<file path="config.mk">
export PLATFORM = sky130hd
export DESIGN_NAME = comp_result_merger
export DESIGN_NICKNAME = d
export VERILOG_FILES = /design/src/rtl/comp_merge_pkg.sv /design/src/rtl/comp_merge_scale.sv /design/src/rtl/comp_result_merger.sv
export SDC_FILE = /design/constraint.sdc
export NUM_CORES = 1
export LEC_CHECK = 0
export ABC_CLOCK_PERIOD_IN_PS = 19900
export CORE_MARGIN = 1
export CORE_UTILIZATION = 50
export DETAILED_ROUTE_END_ITERATION = 8
export PLACE_DENSITY = 0.85
export RECOVER_POWER = 50
export SETUP_SLACK_MARGIN = 0.05
export SYNTH_ARGS = -nofsm -noshare
export SYNTH_HDL_FRONTEND = slang
export SYNTH_SLANG_ARGS = --single-unit
</file>
<file path="constraint.sdc">
create_clock -name clk -period 19.9 [get_ports clk]
set_input_delay 1.99 -clock clk [delete_from_list [all_inputs] [get_ports clk]]
set_output_delay 1.99 -clock clk [all_outputs]
set_load 0.02 [all_outputs]
</file>
<file path="src/rtl/comp_merge_pkg.sv">
// comp_merge_pkg
// Shared definitions for the compensation result merger:
//   - default array geometry and datapath widths
//   - the merger FSM state enum
//   - output clip bounds, with helper functions so a re-parameterised
//     instance derives matching bounds from its own OUT_W
package comp_merge_pkg;

  localparam int COLS   = 8;
  localparam int ROWS   = 8;
  localparam int PSUM_W = 24;
  localparam int COMP_W = 22;
  localparam int SHIFT  = 4;
  localparam int OUT_W  = 8;

  typedef enum logic [1:0] {
    IDLE     = 2'd0,
    WAIT_ROW = 2'd1,
    EMIT     = 2'd2
  } merge_state_e;

  function automatic int clip_max(int w);
    return (1 << (w - 1)) - 1;
  endfunction

  function automatic int clip_min(int w);
    return -(1 << (w - 1));
  endfunction

  localparam int OUT_MAX = clip_max(OUT_W);
  localparam int OUT_MIN = clip_min(OUT_W);

endpackage

</file>
<file path="src/rtl/comp_merge_scale.sv">
// comp_merge_scale
// Purely combinational per-column merge: adds the unsigned compensation
// sum to the signed partial sum, optionally rounds (half up), arithmetic
// shifts right by SHIFT and saturates to a signed OUT_W result.
// Optional feature macro: COMP_MERGE_ROUND_EN (adds 2^(SHIFT-1) before
// the shift; otherwise plain floor truncation).
// Ports:
//   psum  in   PSUM_W  signed partial sum
//   comp  in   COMP_W  unsigned compensation sum
//   data  out  OUT_W   signed merged, clipped result
//   sat   out  1       data was clipped
module comp_merge_scale
  import comp_merge_pkg::*;
#(
  parameter int PSUM_W = comp_merge_pkg::PSUM_W,
  parameter int COMP_W = comp_merge_pkg::COMP_W,
  parameter int SHIFT  = comp_merge_pkg::SHIFT,
  parameter int OUT_W  = comp_merge_pkg::OUT_W
) (
  input  logic [PSUM_W-1:0] psum,
  input  logic [COMP_W-1:0] comp,
  output logic [OUT_W-1:0]  data,
  output logic              sat
);

  // Two guard bits: one for the psum+comp add, one for the rounding add.
  localparam int SUM_W = PSUM_W + 2;
  localparam logic signed [SUM_W-1:0] HI = SUM_W'(clip_max(OUT_W));
  localparam logic signed [SUM_W-1:0] LO = SUM_W'(clip_min(OUT_W));

  logic signed [SUM_W-1:0] sum;
  logic signed [SUM_W-1:0] rounded;
  logic signed [SUM_W-1:0] shifted;

  assign sum = {{2{psum[PSUM_W-1]}}, psum}
             + {2'b00, {(PSUM_W - COMP_W){1'b0}}, comp};

`ifdef COMP_MERGE_ROUND_EN
  assign rounded = sum + (SUM_W'(1) << (SHIFT - 1));
`else
  assign rounded = sum;
`endif

  // Arithmetic shift of a negative value floors toward -infinity.
  assign shifted = rounded >>> SHIFT;

  // NOTE: both outputs get a default before the if-chain so no path leaves
  // them unassigned, which would otherwise infer a latch.
  always_comb begin
    data = shifted[OUT_W-1:0];
    sat  = 1'b0;
    if (shifted > HI) begin
      data = HI[OUT_W-1:0];
      sat  = 1'b1;
    end else if (shifted < LO) begin
      data = LO[OUT_W-1:0];
      sat  = 1'b1;
    end
  end

endmodule

</file>
<file path="src/rtl/comp_result_merger.sv">
// comp_result_merger
// Latches a tile's final per-column compensation sums, then for each of
// ROWS rows of partial sums emits COLS merged results (psum + comp,
// rescaled, rounded, saturated) one column per beat on a valid/ready stream.
// Optional feature macro: COMP_MERGE_ROUND_EN (see comp_merge_scale).
// Ports:
//   clk, rst (async, active-high)
//   comp_load, comp_vec          compensation strobe and packed sums
//   psum_valid/psum_ready/psum_vec  row input stream
//   out_valid/out_ready          result beat stream
//   out_data, out_col, out_sat, out_last  beat payload
//   tile_done                    pulse after the last beat is accepted
//   err_overlap                  sticky: comp_load seen outside IDLE
module comp_result_merger
  import comp_merge_pkg::*;
#(
  parameter int COLS   = comp_merge_pkg::COLS,
  parameter int ROWS   = comp_merge_pkg::ROWS,
  parameter int PSUM_W = comp_merge_pkg::PSUM_W,
  parameter int COMP_W = comp_merge_pkg::COMP_W,
  parameter int SHIFT  = comp_merge_pkg::SHIFT,
  parameter int OUT_W  = comp_merge_pkg::OUT_W
) (
  input  logic                     clk,
  input  logic                     rst,
  input  logic                     comp_load,
  input  logic [COLS*COMP_W-1:0]   comp_vec,
  input  logic                     psum_valid,
  output logic                     psum_ready,
  input  logic [COLS*PSUM_W-1:0]   psum_vec,
  output logic                     out_valid,
  input  logic                     out_ready,
  output logic [OUT_W-1:0]         out_data,
  output logic [$clog2(COLS)-1:0]  out_col,
  output logic                     out_sat,
  output logic                     out_last,
  output logic                     tile_done,
  output logic                     err_overlap
);

  localparam int COL_W = $clog2(COLS);
  localparam int ROW_W = $clog2(ROWS);
  localparam logic [COL_W-1:0] COL_LAST = COL_W'(COLS - 1);
  localparam logic [ROW_W-1:0] ROW_LAST = ROW_W'(ROWS - 1);

  merge_state_e state_q, state_d;

  logic [COLS*COMP_W-1:0] comp_reg;
  logic [COLS*PSUM_W-1:0] row_reg;
  logic [COL_W-1:0]       col_cnt;
  logic [ROW_W-1:0]       row_cnt;

  logic row_hs, beat, col_end, row_end;

  assign psum_ready = (state_q == WAIT_ROW);
  assign out_valid  = (state_q == EMIT);
  assign row_hs     = psum_valid && psum_ready;
  assign beat       = out_valid && out_ready;
  assign col_end    = (col_cnt == COL_LAST);
  assign row_end    = (row_cnt == ROW_LAST);
  assign out_col    = col_cnt;
  // Gated by EMIT so the counters parked at their last values after a tile
  // do not leave out_last asserted in IDLE.
  assign out_last   = out_valid && col_end && row_end;

  always_comb begin
    state_d = state_q;
    unique case (state_q)
      IDLE:     if (comp_load) state_d = WAIT_ROW;
      WAIT_ROW: if (row_hs)    state_d = EMIT;
      EMIT:     if (beat && col_end) state_d = row_end ? IDLE : WAIT_ROW;
      default:  state_d = IDLE;
    endcase
  end

  // NOTE: state is updated with non-blocking assignments so every register
  // samples pre-edge values regardless of statement order.
  always_ff @(posedge clk or posedge rst) begin
    if (rst) state_q <= IDLE;
    else     state_q <= state_d;
  end

  // NOTE: the wide comp/row registers are reset too: a mid-tile reset must
  // drive out_data (derived from them) back to 0, not to stale data.
  always_ff @(posedge clk or posedge rst) begin
    if (rst) begin
      comp_reg    <= '0;
      row_reg     <= '0;
      col_cnt     <= '0;
      row_cnt     <= '0;
      tile_done   <= 1'b0;
      err_overlap <= 1'b0;
    end else begin
      if (comp_load) begin
        if (state_q == IDLE) begin
          comp_reg <= comp_vec;
          row_cnt  <= '0;
        end else begin
          err_overlap <= 1'b1;
        end
      end
      if (row_hs) begin
        row_reg <= psum_vec;
        col_cnt <= '0;
      end
      if (beat) begin
        if (!col_end)      col_cnt <= col_cnt + COL_W'(1);
        else if (!row_end) row_cnt <= row_cnt + ROW_W'(1);
      end
      tile_done <= beat && col_end && row_end;
    end
  end

  logic [PSUM_W-1:0] sel_psum;
  logic [COMP_W-1:0] sel_comp;

  assign sel_psum = row_reg[col_cnt*PSUM_W +: PSUM_W];
  assign sel_comp = comp_reg[col_cnt*COMP_W +: COMP_W];

  comp_merge_scale #(
    .PSUM_W (PSUM_W),
    .COMP_W (COMP_W),
    .SHIFT  (SHIFT),
    .OUT_W  (OUT_W)
  ) u_scale (
    .psum (sel_psum),
    .comp (sel_comp),
    .data (out_data),
    .sat  (out_sat)
  );

endmodule
</file>
After elaboration in Yosys (flattened, before gate mapping)
Cells that the tools add are included.
{"block": "totals", "mem_bits_rw": 0, "output_inout_bits": 17, "word_cells": 51, "rom_bits": 0, "latch_bits": 0, "n_memories": 0, "register_bits": 378, "inputBits": 373}
{"block": "classes", "muxes": 17, "addsub": 3, "n_reduce_logical": 10, "eq_ne": 7, "n_bitwise": 1, "n_lt_le_gt_ge": 2, "div_mod_pow": 0, "n_shift": 2, "multipliers": 2}
{"operator": "variable part select 192 x 9 -> 24 bit", "n": 1}
{"operator": "variable part select 176 x 9 -> 22 bit", "n": 1}
{"operator": "adder 24 x 23 -> 25 bit", "n": 1}
{"operator": "2-to-1 mux 3 bit", "n": 8}
{"operator": "greater-than comparator 21 x 8 -> 1 bit (second input constant)", "n": 1}
{"operator": "< comparator 21 x 8 -> 1 bit (second input constant)", "n": 1}
{"operator": "2-to-1 mux 8 bit", "n": 2}
{"operator": "multiplier 3 x 4 -> 7 bit (second input constant)", "n": 1}
{"operator": "adder 3 x 1 -> 3 bit (second input constant)", "n": 2}
{"operator": "== test 3 bit (second input constant)", "n": 2}
{"operator": "logical AND 1 bit", "n": 6}
{"operator": "2-to-1 mux 2 bit", "n": 3}
{"operator": "case mux 2 bit (3 select lines)", "n": 1}
{"operator": "multiplier 3 x 2 -> 5 bit (second input constant)", "n": 1}
{"operator": "!= test 2 x 1 -> 1 bit (second input constant)", "n": 2}
{"operator": "AND reduction 2 bit", "n": 2}
{"operator": "2-to-1 mux 1 bit", "n": 3}
{"operator": "AND reduction 3 bit", "n": 1}
{"operator": "== test 2 x 1 -> 1 bit (second input constant)", "n": 1}
{"operator": "== test 2 bit (second input constant)", "n": 1}
{"operator": "zero test 2 bit", "n": 1}
{"operator": "!= test 2 bit (second input constant)", "n": 1}
{"operator": "inverter 1 bit", "n": 1}

Logic depth before layout (Yosys ltp)
{"block": "depth", "ltp_word": 6, "mapped_depth": 17}

Hierarchy
Synthesis repeated with hierarchy kept, for this count alone.
{"block": "unflattened", "hier_cells": 1588, "area_unflattened_um2": 18700.4}
{"mod": "comp_result_merger", "cells_per_inst": 1356, "area_each_um2": 16937.5, "instances": 1}
{"mod": "comp_merge_scale", "cells_per_inst": 232, "area_each_um2": 1762.9, "instances": 1}

Worst setup path after synthesis
Ideal clock, no wire load.
{"block": "synth_path", "kind": "register to output", "start": "register col_cnt[0] (netlist: out_col[0])", "end": "output out_data[0]", "required_time_ns": 17.910, "t_arrival_ns": 5.303, "setup_slack_ns": 12.607, "path_stages_with_launch": 18, "path_buffers": 5, "cell_sequence": "dfrtp_1 -> buf_6 -> buf_1 -> buf_1 -> mux4_2 -> mux2_2 -> ha_1 -> clkbuf_1 -> a21o_1 -> nor2b_1 -> nor4_1 -> o21a_1 -> o211ai_1 -> nor4_1 -> nand4_1 -> or4b_1 -> buf_2 -> o22ai_1"}
{"block": "synth_via", "elab_chain_len": 6}
{"element": "start: declaration", "line": "comp_result_merger.sv:50", "rtl": "logic [COL_W-1:0] col_cnt;"}
{"element": "start signal: assignment", "line": "comp_result_merger.sv:107", "rtl": "if (!col_end) col_cnt <= col_cnt + COL_W'(1);"}
{"element": "multiplier 3 x 4 -> 7 bit or multiplier 3 x 2 -> 5 bit (tied branches)", "line": "comp_result_merger.sv:118, comp_result_merger.sv:117"}
{"element": "variable part select 176 x 9 -> 22 bit or variable part select 192 x 9 -> 24 bit (tied branches)", "line": "comp_result_merger.sv:118, comp_result_merger.sv:117"}
{"element": "adder 24 x 23 -> 25 bit *", "line": "comp_merge_scale.sv:36", "rtl": "+ {2'b00, {(PSUM_W - COMP_W){1'b0}}, comp};"}
{"element": "< comparator 21 x 8 -> 1 bit", "line": "comp_merge_scale.sv:55", "rtl": "end else if (shifted < LO) begin"}
{"element": "2-to-1 mux 8 bit", "line": "comp_merge_scale.sv:55"}
{"element": "2-to-1 mux 8 bit *", "line": "comp_merge_scale.sv:52", "rtl": "if (shifted > HI) begin"}
{"element": "end: declaration", "line": "comp_result_merger.sv:33", "rtl": "output logic [OUT_W-1:0] out_data,"}
Every way passes the cells marked *; elsewhere a longest branch is shown, timed or not.

Worst setup path in the final report
{"block": "layout_path", "start": "register col_cnt[1] (netlist: out_col[1])", "end": "output out_data[6]"}
Same word-level chain as after synthesis.

==> results.py <==
metrics = {
    "worst_setup_path": {
        "crit_required_ps": 17910,
        "crit_type": "flip-flop to output pin",
        "crit_slowest_cell": "clkbuf_1",
        "r2r-end": "row_cnt[0]",
        "endpoint_kind": "output pin",
        "start_kind": "flip-flop",
        "crit_family": "buffers and inverters",
        "cp_cell_sequence": "clkbuf_1, mux4_2, mux2_2, ha_1, a21oi_1, o21ai_0, a41o_1, a211oi_2, xor2_1, nor3_1, nand4_1, or4b_1, a21oi_1, clkdlybuf4s50_1",
        "cp_data_arrival_time_ps": 9290,
        "reg2reg_from": "out_col[1]",
        "r2r_slack_ps": 13840,
        "cpMostUsedCell": "a21oi_1",
        "slowest_delay_ps": 2510,
        "r2r_cells": 7,
        "cp_max_fo": 56,
        "cp_num_buf_inv": 2,
    },
    "logic_synthesis": {
        "synth_seq_area_share": 0.512,
        "synth_area_leader_cell": "dfrtp_1",
        "synth-edff-count": 0,
        "synth-main-ff-cell": "dfrtp_1",
        "synth_area_leaders": "dfrtp_1 51%, nand2_1 23%, mux4_2 11%",
        "yosysTopAreaCellShare": 0.512,
        "synth.net_count": 2424,
        "yosys.cell_types.count": 61,
        "ys_top_cells_by_count": "1143 x nand2_1, 378 x dfrtp_1, 105 x clkbuf_1, 90 x mux4_2, 44 x mux2_2",
        "synthMuxAreaShare": 0.140,
        "synth-adder-area-share": 0.0169,
        "synth_most_common_cell": "nand2_1",
        "synth-compound-area-share": 0.0400,
        "synth_xor_area_frac": 0.00474,
        "synthesis.area_sq_mm": 0.0185,
        "async_reset_ff_frac": 1.00,
        "syn_inst": 2026,
        "synth-seq-cells": 378,
        "synth_top_family_by_area": "simple AND/OR/NAND/NOR gates",
        "synth-simple-area-share": 0.259,
        "avgSynthCellArea_sq_um": 9.13,
        "ys.warnings.count": 0,
    },
    "routing": {
        "drt-wirelength-per-cell_um": 20.1,
        "vias": 15825,
        "totalWireLength_um": 57500,
        "drc": 0,
        "antenna_left": 0,
        "drt-initial-drc-count": 1159,
        "dr.pass1.iters": 5,
        "viasPerCell": 5.55,
    },
    "placed_design": {
        "post_dp_cell_area_sq_mm": 0.0226,
        "port_buffers": 389,
        "placed_cells": 2772,
        "hpwl_um": 41800,
        "place_congestion": 0.891,
    },
    "clock_network": {
        "ctsHoldBuffers": 0,
        "root_buffer": "clkbuf_16",
        "cts_tree": "built",
        "cts.htree.levels": 2,
        "cts.sinks": 378,
        "insertion_delay_ps": 550,
        "cts-buffers-inserted": 42,
        "clock_tree.buffer_depth": 3,
        "post_cts_resize_count": 0,
        "path_clk_slew_ps": 50,
        "cts_setup_buffers": 0,
    },
    "worst_hold_path": {
        "hold_start": "comp_reg[55]",
        "min_to": "comp_reg[55]",
        "min_delay_path_depth": 2,
        "min_path_type": "flip-flop to flip-flop",
    },
    "pwr": {
        "ir_drop_uv": 85.6,
        "power_density_mw_per_mm2": 191,
        "p_leak_nw": 11.6,
    },
    "die": {
        "pin_count": 390,
        "die_h_um": 194,
        "fp-row-count": 70,
        "start_util": 0.506,
        "die-area_sq_mm": 0.0378,
        "coreArea_sq_mm": 0.0365,
        "die_x_um": 194,
    },
    "sta": {
        "drv_slew": 557,
        "finalSetupViolCount": 0,
        "finalClockSkew_ps": 20.3,
        "setup-tns-final_ps": 0,
        "final.min_clock_period_ps": 11280,
        "tightest_slew_ps": 5790,
        "hold_violations": 0,
        "timing.final.crit_share": 0.567,
        "timing.fmax_ghz": 0.0887,
        "slew_headroom": -2.88,
        "grt_setup_unrepaired": "false",
    },
    "grt": {
        "gr-total-overflow": 0,
        "grt_usage": 0.308,
        "antenna_found_initial": 10,
        "grt_max_degree": 135,
        "grt_pass1_wl_um": 88600,
        "grt_pass1_vias": 16146,
    },
    "final_layout": {
        "design_area_sq_mm": 0.0240,
        "layout-drive-gt1-share": 0.0883,
        "utilization": 0.657,
        "fill_cells": 2765,
        "instances_no_fill": 2853,
        "num-nets-final": 2746,
        "largest_reg_flops": 192,
        "syn2layout_area_growth_pct": 29.8,
    },
    "outcome": {
        "status": "complete, but fails checks",
        "violations": "max-capacitance violations, max-slew violations",
    },
    "flow_run": {
        "max-cap-violations": 7,
    },
}
-- where the power goes --
group | total [mW] | internal [mW] | switching [mW]
clock | 0.793 | 0.484 | 0.310
combinational | 2.41 | 1.02 | 1.40
sequential | 1.39 | 1.13 | 0.264
total | 4.60 | 2.63 | 1.97
-- stage by stage --
step	hold slack [ps]	total power, mW	worst slack, ps
2_1_floorplan	440	2.98	7410
3_3_place_gp	451	3.70	11350
3_5_place_dp	459	3.76	11270
4_1_cts	473	4.58	10670
5_1_grt	490	4.90	7990
6_report	471	4.60	8620
-- area by class of cell --
cell class / count / area, sq um / share of cell area
clock inverter: 10 / 198 / 0.00823
sequential: 378 / 9460 / 0.394
clock buffer: 64 / 1200 / 0.0502
timing repair buffer: 400 / 3970 / 0.165
antenna: 7 / 17.5 / 0.000730
tap: 468 / 586 / 0.0244
inverter: 13 / 50.0 / 0.00208
multi-input combinational: 1513 / 8520 / 0.355
-- tightest hold or removal path, stage by stage, from the launching register on --
cell and delay (ps):
dfrtp_1 330, nand2_1 50, nand2_1 60
-- per-layer routing --
layer / up-vias / global-route usage / part of all wire
li1: 7269 / - / -
met1: 7687 / 0.377 / 0.38
met2: 713 / 0.519 / 0.49
met3: 150 / 0.0583 / 0.072
met4: 6 / 0.164 / 0.054
met5: - / 0 / 0.00063
-- cells in the final DEF, fill, tap and decap left out, types with 11 or more instances in the layout --
cell type        instances
inv_1                   11
clkdlybuf4s50_1        383
nand2_1               1142
mux2_2                  44
o21ai_0                 19
mux4_2                  90
dfrtp_1                376
nor2_1                  27
ha_1                    25
clkbuf_1                19
a21oi_1                 25
clkbuf_16               43
-- worst max-delay path by stage --
stage                       end        from  slack [ps]  cells past startpoint
floorplan           comp_reg[0]         rst        7410                      1
global placement    out_data[6]  out_col[0]       11350                     14
detailed placement  out_data[6]  out_col[0]       11270                     14
CTS                 out_data[6]  out_col[0]       10670                     14
global route        out_data[4]  out_col[1]        7990                     14
finish              out_data[6]  out_col[1]        8620                     14
-- logic make-up after synthesis --
family | Yosys count
buffers and inverters | 135
XOR/XNOR | 10
flip-flops | 378
multiplexers | 140
AND/OR/NAND/NOR | 1232
adder cells (fa/ha/maj) | 25
AO/OA/AOI/OAI | 106
Note: power is estimated with default switching activity, not from simulation.
